<file path="src/rtl/can_len_pkg.sv">
// -----------------------------------------------------------------------------
// can_len_pkg
// Shared definitions for CAN data-length handling on the receive and
// transmit sides:
//   - state_t          : receive length controller states (S_IDLE/S_COUNT/S_DONE)
//   - CLASSIC_MAX_LEN  : byte count that classic DLC values 9..15 saturate to
//   - FD_LEN_TAB       : CAN FD byte lengths for DLC 9..15
//   - fd_len()         : DLC -> byte length under the CAN FD table
// -----------------------------------------------------------------------------
package can_len_pkg;

   typedef enum logic [1:0] {
      S_IDLE  = 2'd0,
      S_COUNT = 2'd1,
      S_DONE  = 2'd2
   } state_t;

   localparam int unsigned CLASSIC_MAX_LEN = 8;

   // DLC 9..15 in FD frames
   localparam int unsigned FD_TAB_BASE = 9;
   localparam int unsigned FD_TAB_SIZE = 7;
   localparam int unsigned FD_LEN_TAB [FD_TAB_SIZE] = '{12, 16, 20, 24, 32, 48, 64};

   function automatic int unsigned fd_len(input int unsigned d);
      int unsigned r;
      if (d < FD_TAB_BASE)
         r = d;
      else if ((d - FD_TAB_BASE) < FD_TAB_SIZE)
         r = FD_LEN_TAB[d - FD_TAB_BASE];
      else
         r = FD_LEN_TAB[FD_TAB_SIZE-1];
      return r;
   endfunction

endpackage

</file>
<file path="src/rtl/rx_len_ctrl_dlc2len.sv">
// -----------------------------------------------------------------------------
// dlc2len
// Combinational DLC -> byte length conversion, shared by receive and transmit.
// Optional feature: CANAKARI_RMLEN_FD_EN enables the CAN FD length table and
// the fdf&rtr error; without it fdf is ignored and only the classic clamp
// applies.
// Ports:
//   dlc  in  DLC_W  data length code
//   rtr  in  1      remote frame (length forced to 0)
//   fdf  in  1      FD frame flag
//   len  out LEN_W  byte length
//   err  out 1      illegal combination (FD remote frame)
// -----------------------------------------------------------------------------
module dlc2len
   import can_len_pkg::*;
#(
   parameter int unsigned DLC_W = 4,
   parameter int unsigned LEN_W = 7
) (
   input  logic [DLC_W-1:0] dlc,
   input  logic             rtr,
   input  logic             fdf,
   output logic [LEN_W-1:0] len,
   output logic             err
);

   int unsigned d_val;
   int unsigned l_val;

`ifdef CANAKARI_RMLEN_FD_EN
   always_comb begin
      d_val = 32'(dlc);
      l_val = 0;
      err   = 1'b0;
      if (rtr) begin
         l_val = 0;
         err   = fdf;
      end else if (fdf) begin
         l_val = fd_len(d_val);
      end else begin
         l_val = (d_val > CLASSIC_MAX_LEN) ? CLASSIC_MAX_LEN : d_val;
      end
      len = LEN_W'(l_val);
   end
`else
   logic unused_fdf;
   assign unused_fdf = fdf;

   always_comb begin
      d_val = 32'(dlc);
      l_val = 0;
      err   = 1'b0;
      if (!rtr)
         l_val = (d_val > CLASSIC_MAX_LEN) ? CLASSIC_MAX_LEN : d_val;
      len = LEN_W'(l_val);
   end
`endif

endmodule

</file>
<file path="src/rtl/rx_len_ctrl.sv">
// -----------------------------------------------------------------------------
// rx_len_ctrl
// Receive data-length controller: assembles the DLC bit by bit from macfsm
// capture strobes, converts it to a byte length at lock, then counts received
// data bytes down to the last one.
// Optional feature: CANAKARI_RMLEN_FD_EN (FD length table, see dlc2len).
// Ports:
//   clock      in  1      system clock, rising edge
//   reset      in  1      asynchronous reset, active high
//   clr        in  1      synchronous clear (start of frame / abort)
//   activ      in  1      capture strobe level, rising edge detected here
//   setidx     in  IDX_W  1..DLC_W selects dlc[setidx-1], else no-op
//   dlc_bit    in  1      value written to the selected DLC bit
//   rtr        in  1      remote frame flag, sampled at lock
//   fdf        in  1      FD frame flag, sampled at lock
//   lock       in  1      end of DLC field pulse
//   byte_done  in  1      one data byte received pulse
//   dlc        out DLC_W  assembled DLC
//   rmlb       out LEN_W  effective data length in bytes
//   len_valid  out 1      rmlb valid
//   bytes_left out LEN_W  bytes still expected
//   last_byte  out 1      counting and one byte left
//   len_err    out 1      sticky error (overrun / FD remote frame)
// -----------------------------------------------------------------------------
module rx_len_ctrl
   import can_len_pkg::*;
#(
   parameter int unsigned DLC_W = 4,
   parameter int unsigned IDX_W = 3,
   parameter int unsigned LEN_W = 7
) (
   input  logic             clock,
   input  logic             reset,
   input  logic             clr,
   input  logic             activ,
   input  logic [IDX_W-1:0] setidx,
   input  logic             dlc_bit,
   input  logic             rtr,
   input  logic             fdf,
   input  logic             lock,
   input  logic             byte_done,
   output logic [DLC_W-1:0] dlc,
   output logic [LEN_W-1:0] rmlb,
   output logic             len_valid,
   output logic [LEN_W-1:0] bytes_left,
   output logic             last_byte,
   output logic             len_err
);

   state_t             state_q, state_n;
   logic               activ_d_q, activ_d_n;
   logic [DLC_W-1:0]   dlc_q, dlc_n;
   logic [LEN_W-1:0]   rmlb_q, rmlb_n;
   logic [LEN_W-1:0]   left_q, left_n;
   logic               valid_q, valid_n;
   logic               err_q, err_n;

   logic               edge_det;
   logic [LEN_W-1:0]   len_c;
   logic               len_err_c;

   assign edge_det = activ & ~activ_d_q;

   dlc2len #(
      .DLC_W (DLC_W),
      .LEN_W (LEN_W)
   ) u_dlc2len (
      .dlc (dlc_q),
      .rtr (rtr),
      .fdf (fdf),
      .len (len_c),
      .err (len_err_c)
   );

   always_ff @(posedge clock or posedge reset) begin
      if (reset) begin
         state_q   <= S_IDLE;
         activ_d_q <= 1'b0;
         dlc_q     <= '0;
         rmlb_q    <= '0;
         left_q    <= '0;
         valid_q   <= 1'b0;
         err_q     <= 1'b0;
      end else begin
         state_q   <= state_n;
         activ_d_q <= activ_d_n;
         dlc_q     <= dlc_n;
         rmlb_q    <= rmlb_n;
         left_q    <= left_n;
         valid_q   <= valid_n;
         err_q     <= err_n;
      end
   end

   always_comb begin
      state_n   = state_q;
      activ_d_n = activ;
      dlc_n     = dlc_q;
      rmlb_n    = rmlb_q;
      left_n    = left_q;
      err_n     = err_q;

      if (clr) begin
         state_n   = S_IDLE;
         activ_d_n = 1'b0;
         dlc_n     = '0;
         rmlb_n    = '0;
         left_n    = '0;
         err_n     = 1'b0;
      end else begin
         unique case (state_q)
            S_IDLE: begin
               // lock wins over a same-cycle DLC write and a stray byte_done:
               // the length is taken from the DLC as it stood before this edge.
               if (lock) begin
                  rmlb_n = len_c;
                  err_n  = err_q | len_err_c;
                  if (len_c != '0) begin
                     state_n = S_COUNT;
                     left_n  = len_c;
                  end else begin
                     state_n = S_DONE;
                  end
               end else begin
                  if (edge_det) begin
                     for (int unsigned i = 0; i < DLC_W; i++) begin
                        if (32'(setidx) == i + 1)
                           dlc_n[i] = dlc_bit;
                     end
                  end
                  if (byte_done)
                     err_n = 1'b1;
               end
            end
            S_COUNT: begin
               if (byte_done) begin
                  if (left_q == LEN_W'(1)) begin
                     state_n = S_DONE;
                     left_n  = '0;
                  end else begin
                     left_n = left_q - LEN_W'(1);
                  end
               end
            end
            S_DONE: begin
               if (byte_done)
                  err_n = 1'b1;
            end
            default: state_n = S_IDLE;
         endcase
      end

      valid_n = (state_n != S_IDLE);
   end

   assign dlc        = dlc_q;
   assign rmlb       = rmlb_q;
   assign len_valid  = valid_q;
   assign bytes_left = left_q;
   assign len_err    = err_q;
   assign last_byte  = (state_q == S_COUNT) && (left_q == LEN_W'(1));

endmodule

</file>
<file path="config.mk">
export PLATFORM = sky130hd
export DESIGN_NAME = rx_len_ctrl
export DESIGN_NICKNAME = d
export VERILOG_FILES = /design/src/rtl/can_len_pkg.sv /design/src/rtl/rx_len_ctrl_dlc2len.sv /design/src/rtl/rx_len_ctrl.sv
export SDC_FILE = /design/constraint.sdc
export NUM_CORES = 1
export LEC_CHECK = 0
export ABC_CLOCK_PERIOD_IN_PS = 2400
export CORE_MARGIN = 1
export CORE_UTILIZATION = 30
export CTS_CLUSTER_DIAMETER = 100
export DETAILED_ROUTE_END_ITERATION = 6
export MAX_ROUTING_LAYER = met4
export PLACE_DENSITY = 0.52
export SYNTH_ARGS = -nofsm -noshare
export SYNTH_HDL_FRONTEND = slang
export SYNTH_SLANG_ARGS = --single-unit
</file>
<file path="constraint.sdc">
create_clock -name clock -period 2.4 [get_ports clock]
set_input_delay 0.48 -clock clock [delete_from_list [all_inputs] [get_ports clock]]
set_output_delay 0.48 -clock clock [all_outputs]
set_load 0.02 [all_outputs]
</file>
Word-level counts from Yosys, hierarchy flattened
Cells that the tools add are included.

Input bits: 12. Output and inout port bits: 21. Bits in registers: 23. Word-level logic and storage cells: 76.

Equality and inequality tests: 12. $lt $le $gt $ge: 1. Add/subtract/negate cells: 1. Reductions and logical operators: 20. Muxes and demuxes: 30. Bitwise operators: 2.

Operator list (number): 2-to-1 mux 7 bit (9); 2-to-1 mux 4 bit (5); AND reduction 4 bit (5); nonzero test 2 bit (8); case mux 7 bit (2 select lines) (1); != test 3 bit (second input constant) (4); 2-to-1 mux 2 bit (5); 2-to-1 mux 1 bit (8); == test 7 x 1 -> 1 bit (second input constant) (1); nonzero test 7 bit (1); subtractor 7 x 1 -> 7 bit (second input constant) (1); == test 3 x 2 -> 1 bit (second input constant) (2); case mux 2 bit (3 select lines) (1); nonzero test 3 bit (2); greater-than comparator 4 bit (second input constant) (1); AND reduction 2 bit (2); == test 3 x 1 -> 1 bit (second input constant) (1); == test 3 bit (second input constant) (1); == test 2 x 1 -> 1 bit (second input constant) (1); == test 2 bit (second input constant) (1); zero test 2 bit (1); != test 2 bit (second input constant) (1); case mux 1 bit (2 select lines) (1); bitwise AND 1 bit (1); other kinds (2) (2).

Logic depth before layout (Yosys ltp)
Gate-level depths: netlist (run 1).

Word-level depth: 9. Depth in mapped cells: 6. Mapped depth without buffers: 6.

Cells and area by module
A second synthesis (run 1) with hierarchy kept.

Cells, all modules: 148. Area total of the unflattened synthesis: 1335.0 µm².

By module, submodules not included: rx_len_ctrl (area an instance 1272.5 µm², sequential area each 575.6 µm², times used 1, cells an instance 139); dlc2len (area an instance 62.6 µm², sequential area each 0.0 µm², times used 1, cells an instance 9).

Least setup slack after synthesis (run 1)
Ideal clock, no wire load.

Path kind: register to output. From: register left_q[1] (netlist: bytes_left[1]). To: output last_byte. Arrival: 1.366 ns. Cell stages (with the launch flop): 6. Path slack: 0.554 ns. Buffers on the path: 0. Required time: 1.920 ns. Path through: dfrtp_1 inv_1 ha_1 nor3b_1 nand2_1 nor2_1.

Longest elaborated chain between the ends: 2.

Ends and longest elaborated chain: start, declared (line rx_len_ctrl.sv:54) `logic [LEN_W-1:0] left_q, left_n;`; start signal, assigned (line rx_len_ctrl.sv:89) `left_q <= left_n;`; == test 7 x 1 -> 1 bit (line rx_len_ctrl.sv:161) `assign last_byte = (state_q == S_COUNT) && (left_q == LEN_W'(1));`; logical AND 1 bit (line rx_len_ctrl.sv:161); end, declared (line rx_len_ctrl.sv:46) `output logic last_byte,`.

No other way between the ends.

Worst setup path after layout (run 1)
Ends and elaborated chain as after synthesis.

==> run metrics, run 1 <==
post-layout min period 2140 ps; Worst setup SP type flip-flop; ant diodes 0; slack of the worst reg-to-reg path between 300 and 400 ps; Logic pwr share 0.163; RSZ-0062 raised after global routing no; buffers and inverters on the worst path 2; CP top delay family buffers and inverters; Critical Path Source bytes_left[1]; worst hold path class flip-flop to flip-flop; Sw Ratio 0.256; r2r endpoint bytes_left[0]; Synth Area in XOR/XNOR 0; Setup crit end last_byte; adder-cell area share of the yosys netlist 0.0217; multiplexer area fraction after synthesis 0.0348; Global Route Usage Sum 0.162; clock share of power 0.321; Netlist cell types 36; I/O Buffers 28; clock latency on the worst-skew pair 250 ps; IO Count 33; Worst Path Required 1920 ps; r2r worst-path depth 4; post-synthesis area per instance 8.99 sq um; Clock Skews ~4.2 ps; Max Slew Vio Count 0; Setup-failing EPs final 0; post-DP HPWL about 2200 microns; crit path max fanout 4; grt ovf 0; register area share after synthesis 0.435; fin worst setup slack 258 ps; clk slew on worst S/H paths 70 ps; Mapped Area 1150 sq um; slew at the pin closest to its max-slew limit 849 ps; Final period util 0.892; Rows 22; CTS Buffer Depth 2; Die Span Y ~64 microns; largest net degree at the start of global routing 21; first-pass GRT wire length 4950 microns; final WL roughly 2900 microns; most frequent cells in the layout clkdlybuf4s50_1, dfrtp_1, nor2_1; Arrival @ worst endpoint 1660 ps; Via density 4.92; Power Internal a little over 0.5 mW; Avg WL per Cell 13.7 microns; total core area 3660 sq um; layout cells sized above 1 0.127; clock sink count 20; Synth Instances 128; Hold Fails Final Rpt 0; Initial Util 0.314; Routed Antenna Nets 0; CTS buffer count 3; crit path kind flip-flop to output port; number of stages on the worst setup path 6; initial antenna violation count 0; max_cap viols 0; die area 4090 sq um; Place WS 112 ps; DIE WIDTH ~64 microns; maximum VDD drop 265 uV; number of global-route vias before repair 1058; Layout Nets ~180; Post-Synth Simple-Gate Area 0.274; fmax 0.467 GHz; DRC viols 0; deepest level of the CTS H-tree 1; pwr/cell area 428 nW/um^2; Pre-antenna DRT Iters 4; Max transition margin 0.434; Worst Setup End Kind output port; Synth Area in Compound Gates 0.170; Static Leak 0.663 nW; setup TNS 0 ps; main combinational cell family by area after synthesis simple AND/OR/NAND/NOR gates; routability cong. 0.846; CTS tree built; status complete, no violations; Clock Root Buffer clkbuf_8; P_sw 0.173 mW; utilization after layout 0.432; Area growth, synth to finish 37.4%; max incr delay on CP 400 ps; most common cell after layout, fill and taps aside clkdlybuf4s50_1; start of the worst register-to-register path dlc[0]; Vias between 1k and 1.5k; Synth Register Bits 20; drt initial violations 23; Setup Fix Bufs, Post-CTS 0; crit-path cells inv_1 > ha_1 > nor3b_2 > nand2_1 > nor2_1 > dlygate4sd2_1; Seq pwr share 0.515; Slowest-stage cell, CP dfrtp_1; Synth warnings 0
[worst min-delay path by stage]
stage               slack (ps)   endpoint  cells after the start     from
detailed placement         520    rmlb[2]                      2  rmlb[2]
finish                     520    rmlb[2]                      2  rmlb[2]
CTS                        530    rmlb[2]                      2  rmlb[2]
floorplan                  440  activ_d_q                      1    reset
global placement           510    len_err                      2  len_err
global route               560    rmlb[3]                      2  rmlb[3]
[synth_stat cells]
| cell type | instances | share of area |
|---|---|---|
| dfrtp_1 | 20 | 0.43 |
| nor2_1 | 14 | 0.046 |
| nand2_1 | 12 | 0.039 |
| nand3_1 | 9 | 0.039 |
| inv_1 | 7 | 0.023 |
| a21oi_1 | 6 | 0.026 |
| nand2b_1 | 6 | 0.033 |
| mux2i_1 | 4 | 0.035 |
| nor3_1 | 4 | 0.017 |
| o21ai_0 | 4 | 0.017 |
| a31oi_1 | 3 | 0.016 |
| buf_4 | 3 | 0.020 |
| nor4_1 | 3 | 0.016 |
| nor4b_1 | 3 | 0.023 |
| o31ai_1 | 3 | 0.020 |
| a22oi_1 | 2 | 0.013 |
| clkbuf_1 | 2 | 0.0065 |
| ha_1 | 2 | 0.022 |
| nor2b_1 | 2 | 0.011 |
| or3_1 | 2 | 0.011 |
| or4_4 | 2 | 0.020 |
| a211oi_1 | 1 | 0.0065 |
| a21boi_0 | 1 | 0.0065 |
| a21oi_2 | 1 | 0.0076 |
| a221oi_2 | 1 | 0.013 |
| a32oi_1 | 1 | 0.0076 |
| buf_1 | 1 | 0.0033 |
| buf_6 | 1 | 0.0098 |
| conb_1 | 1 | 0.0033 |
| nor3b_1 | 1 | 0.0065 |
| nor4b_2 | 1 | 0.013 |
| o211ai_1 | 1 | 0.0065 |
| o21a_1 | 1 | 0.0065 |
| o21ai_1 | 1 | 0.0043 |
| o22ai_2 | 1 | 0.011 |
| o311ai_0 | 1 | 0.0076 |
[what timing repair did]
item	in CTS	in global routing
pin swaps	0	0
endpoints found under the setup margin	1	1
gates resized for setup	1	1
hold buffers	0	0
hold endpoints to repair	0	0
[area by class of cell]
cell class                      instances  area, sq um
Clock buffer                            3         41.3
Fill cell                             392         2080
Inverter                                7         26.3
Multi-Input combinational cell         96          592
Sequential cell                        20          500
Tap cell                               48         60.1
Timing Repair Buffer                   39          362
[metrics by stage]
step	total power [mW]	cell area, sq um	cells	hold slack [ps]
finish	0.677	1580	213	521
global route	0.717	1580	213	559
global placement	0.465	1540	210	508
CTS	0.689	1580	213	526
floorplan	0.420	1160	130	444
detailed placement	0.467	1540	210	519
[cells by family (layout without fill, tap and decap cells)]
logic type               Yosys count  in the layout
other                              1              3
adder cells (fa/ha/maj)            2              2
AO/OA/AOI/OAI                     28             28
AND/OR/NAND/NOR                   59             59
multiplexers                       4              4
buffers and inverters             14             49
flip-flops                        20             20
[layer usage]
layer | global-route usage | share of wire
met3 | 0.0214 | 0.035
met1 | 0.213 | 0.49
met5 | - | 0
met4 | 0.0511 | 0.0068
met2 | 0.259 | 0.47
[power groups by stage]
stage	combinational [mW]	sequential [mW]	clock [mW]
floorplan	0.0595	0.361	0
global placement	0.110	0.355	0
detailed placement	0.111	0.356	0
CTS	0.112	0.349	0.228
global route	0.123	0.350	0.244
finish	0.111	0.349	0.217
[worst register-to-register path, cell delays in order (launching register included)]
cell      delay [ps]
dfrtp_1          390
or4_4            560
a221oi_2         750
a31oi_1          100
a22oi_1          190
[registers in the layout, summed over array words and instances, names as in the netlist]
name        count
len_err         1
activ_d_q       1
rmlb            4
state_q         2
dlc             4
bytes_left      7
len_valid       1
No activity file was read; power rests on OpenSTA's default activity.
==> run 2, diff against run 1 <==
TNS_END_PERCENT = 50   (was default)
==> results of run 2 <==
No change in the layout: final DEF, timing and power equal those of run 1.
==> run 3, diff against run 2 <==
ABC_CLOCK_PERIOD_IN_PS = 1900   (was 2400)
CELL_PAD_IN_SITES_DETAIL_PLACEMENT = 1   (was default)
CELL_PAD_IN_SITES_GLOBAL_PLACEMENT = 2   (was default)
CORE_UTILIZATION = 25   (was 30)
PLACE_DENSITY = 0.72   (was 0.52)
clock period = 1.9 ns   (was 2.4 ns; I/O delays follow)
==> run metrics, run 3 (synthesis results as in run 1) <==
DRC viols 0 (unchanged); utilization after layout 0.401 (was 0.432); Power Internal 0.657 mW (was 0.504 mW); Critical Path Source lock (was bytes_left[1]); Initial Util 0.263 (was 0.314); CTS tree built (unchanged); ant diodes 0 (unchanged); initial antenna violation count 0 (unchanged); placed insts 230 (was 210); drt initial violations 50 (was 23); CTS Buffer Depth 2 (unchanged); Global Route Usage Sum 0.165 (was 0.162); Slowest-stage cell, CP or4_4 (was dfrtp_1); clk slew on worst S/H paths 70 ps (about the same); post-DP HPWL 2760 microns (was 2220 microns); P_sw 0.236 mW (was 0.173 mW); CTS buffer count 3 (unchanged); Setup crit end dlc[3] (was last_byte); layout cells sized above 1 0.257 (was 0.127); fin worst setup slack 75.1 ps (was 258 ps); Clock Root Buffer clkbuf_8 (unchanged); worst hold path class input port to async pin (was flip-flop to flip-flop); CP top delay family simple AND/OR/NAND/NOR gates (was buffers and inverters); Arrival @ worst endpoint 1970 ps (was 1660 ps); Routed Antenna Nets 0 (unchanged); status complete, no violations (unchanged); routability cong. 0.811 (was 0.846); most frequent cells in the layout buf_4, clkdlybuf4s50_1, dfrtp_1 (was clkdlybuf4s50_1, dfrtp_1, nor2_1); Pre-antenna DRT Iters 3 (was 4); Die Span Y 69.9 microns (was 63.9 microns); Logic pwr share 0.193 (was 0.163); buffers and inverters on the worst path 1 (was 2); slack of the worst reg-to-reg path 90 ps (was 330 ps); Via density 4.89 (was 4.92); crit path max fanout 4 (unchanged); Place WS -224 ps (was 112 ps); Final Cell Area 1760 sq um (was 1580 sq um); max_cap viols 0 (unchanged); dpl cell area 1660 sq um (was 1540 sq um); crit-path cells clkdlybuf4s50_1 > or4_4 > nor4b_2 > mux2i_1 > nor2_1 (was inv_1 > ha_1 > nor3b_2 > nand2_1 > nor2_1 > dlygate4sd2_1); Hold Fails Final Rpt 0 (unchanged); Hold Slack 454 ps (was 521 ps); Seq pwr share 0.493 (was 0.515); maximum VDD drop 308 uV (was 265 uV); Setup-failing EPs final 0 (unchanged); Rows 24 (was 22); number of global-route vias before repair 1297 (was 1058); first-pass GRT wire length 6230 microns (was 4950 microns); Worst Setup End Kind flip-flop (was output port); Area growth, synth to finish 52.6% (was 37.4%); Worst setup SP type input port (was flip-flop); Layout Nets 199 (was 181); Max Slew Vio Count 0 (unchanged); max incr delay on CP 540 ps (was 400 ps); clock latency on the worst-skew pair 260 ps (was 250 ps); I/O Buffers 28 (unchanged); largest net degree at the start of global routing 21 (unchanged); non-filler cells, final 235 (was 213); fmax about 0.55 GHz; Clock Skews 1.47 ps (was 4.24 ps); DIE WIDTH 69.9 microns (was 63.9 microns); IO Count 33 (unchanged); Tot Pwr 0.893 mW (was 0.677 mW); deepest level of the CTS H-tree 1 (unchanged); setup TNS 0 ps (unchanged); Avg WL per Cell 15.3 microns (was 13.7 microns); max FFs per register 7 (unchanged); final WL 3590 microns (was 2920 microns); start of the worst register-to-register path state_q[0] (was dlc[0]); Worst Path Required 2050 ps (was 1920 ps); post-layout min period 1820 ps; Final period util 0.960; Vias 1150 (was 1048); hold_buf cts 0 (unchanged); r2r worst-path depth 4 (unchanged); total core area 4380 sq um (was 3660 sq um); grt ovf 0 (unchanged); clock share of power 0.314 (was 0.321); r2r endpoint dlc[3] (was bytes_left[0]); pwr/cell area 508 nW/um^2 (was 428 nW/um^2); clock sink count 20 (unchanged); number of stages on the worst setup path 5 (was 6); most common cell after layout, fill and taps aside buf_4 (was clkdlybuf4s50_1); Sw Ratio 0.264 (was 0.256); Static Leak 0.752 nW (was 0.663 nW); die area 4880 sq um (was 4090 sq um); crit path kind input port to flip-flop (was flip-flop to output port)
run 3: worst min-delay path by stage:
stage                          to  depth (start not counted)    start
floorplan               activ_d_q                          1    reset
CTS                    state_q[0]                          3    reset
detailed placement        len_err                          2  len_err
finish              bytes_left[4]                          3    reset
global route              rmlb[3]                          3    reset
global placement          len_err                          2  len_err
run 3: routing by layer:
| metal | vias up | GRT usage | share of wire |
|---|---|---|---|
| met2 | 25 | 0.272 | 0.50 |
| met1 | 560 | 0.214 | 0.47 |
| li1 | 563 | - | - |
| met3 | 2 | 0.0361 | 0.032 |
| met5 | - | - | 0 |
| met4 | 0 | 0.0200 | 0.0028 |
run 3: timing repair:
item / CTS / global route
pin swaps: 0 / 1
buffers inserted: 0 / 2
resized for setup: 6 / 9
setup endpoints to repair: 1 / 4
run 3: layout make-up:
type,instances,area (sq um)
tap,52,65.1
sequential,20,500
timing repair buffer,57,499
multi-input combinational,96,624
fill,518,2630
inverter,7,26.3
clock buffer,3,41.3
run 3: power groups by stage:
stage	registers (mW)	clock network [mW]	logic, mW
5_1_grt	0.442	0.314	0.190
2_1_floorplan	0.456	0	0.0751
6_report	0.441	0.280	0.172
3_3_place_gp	0.448	0	0.159
3_5_place_dp	0.449	0	0.162
4_1_cts	0.440	0.293	0.166
run 3: worst min-delay path, delay by kind of cell:
kind	cells	cell delay, ps
buffers and inverters	3	710
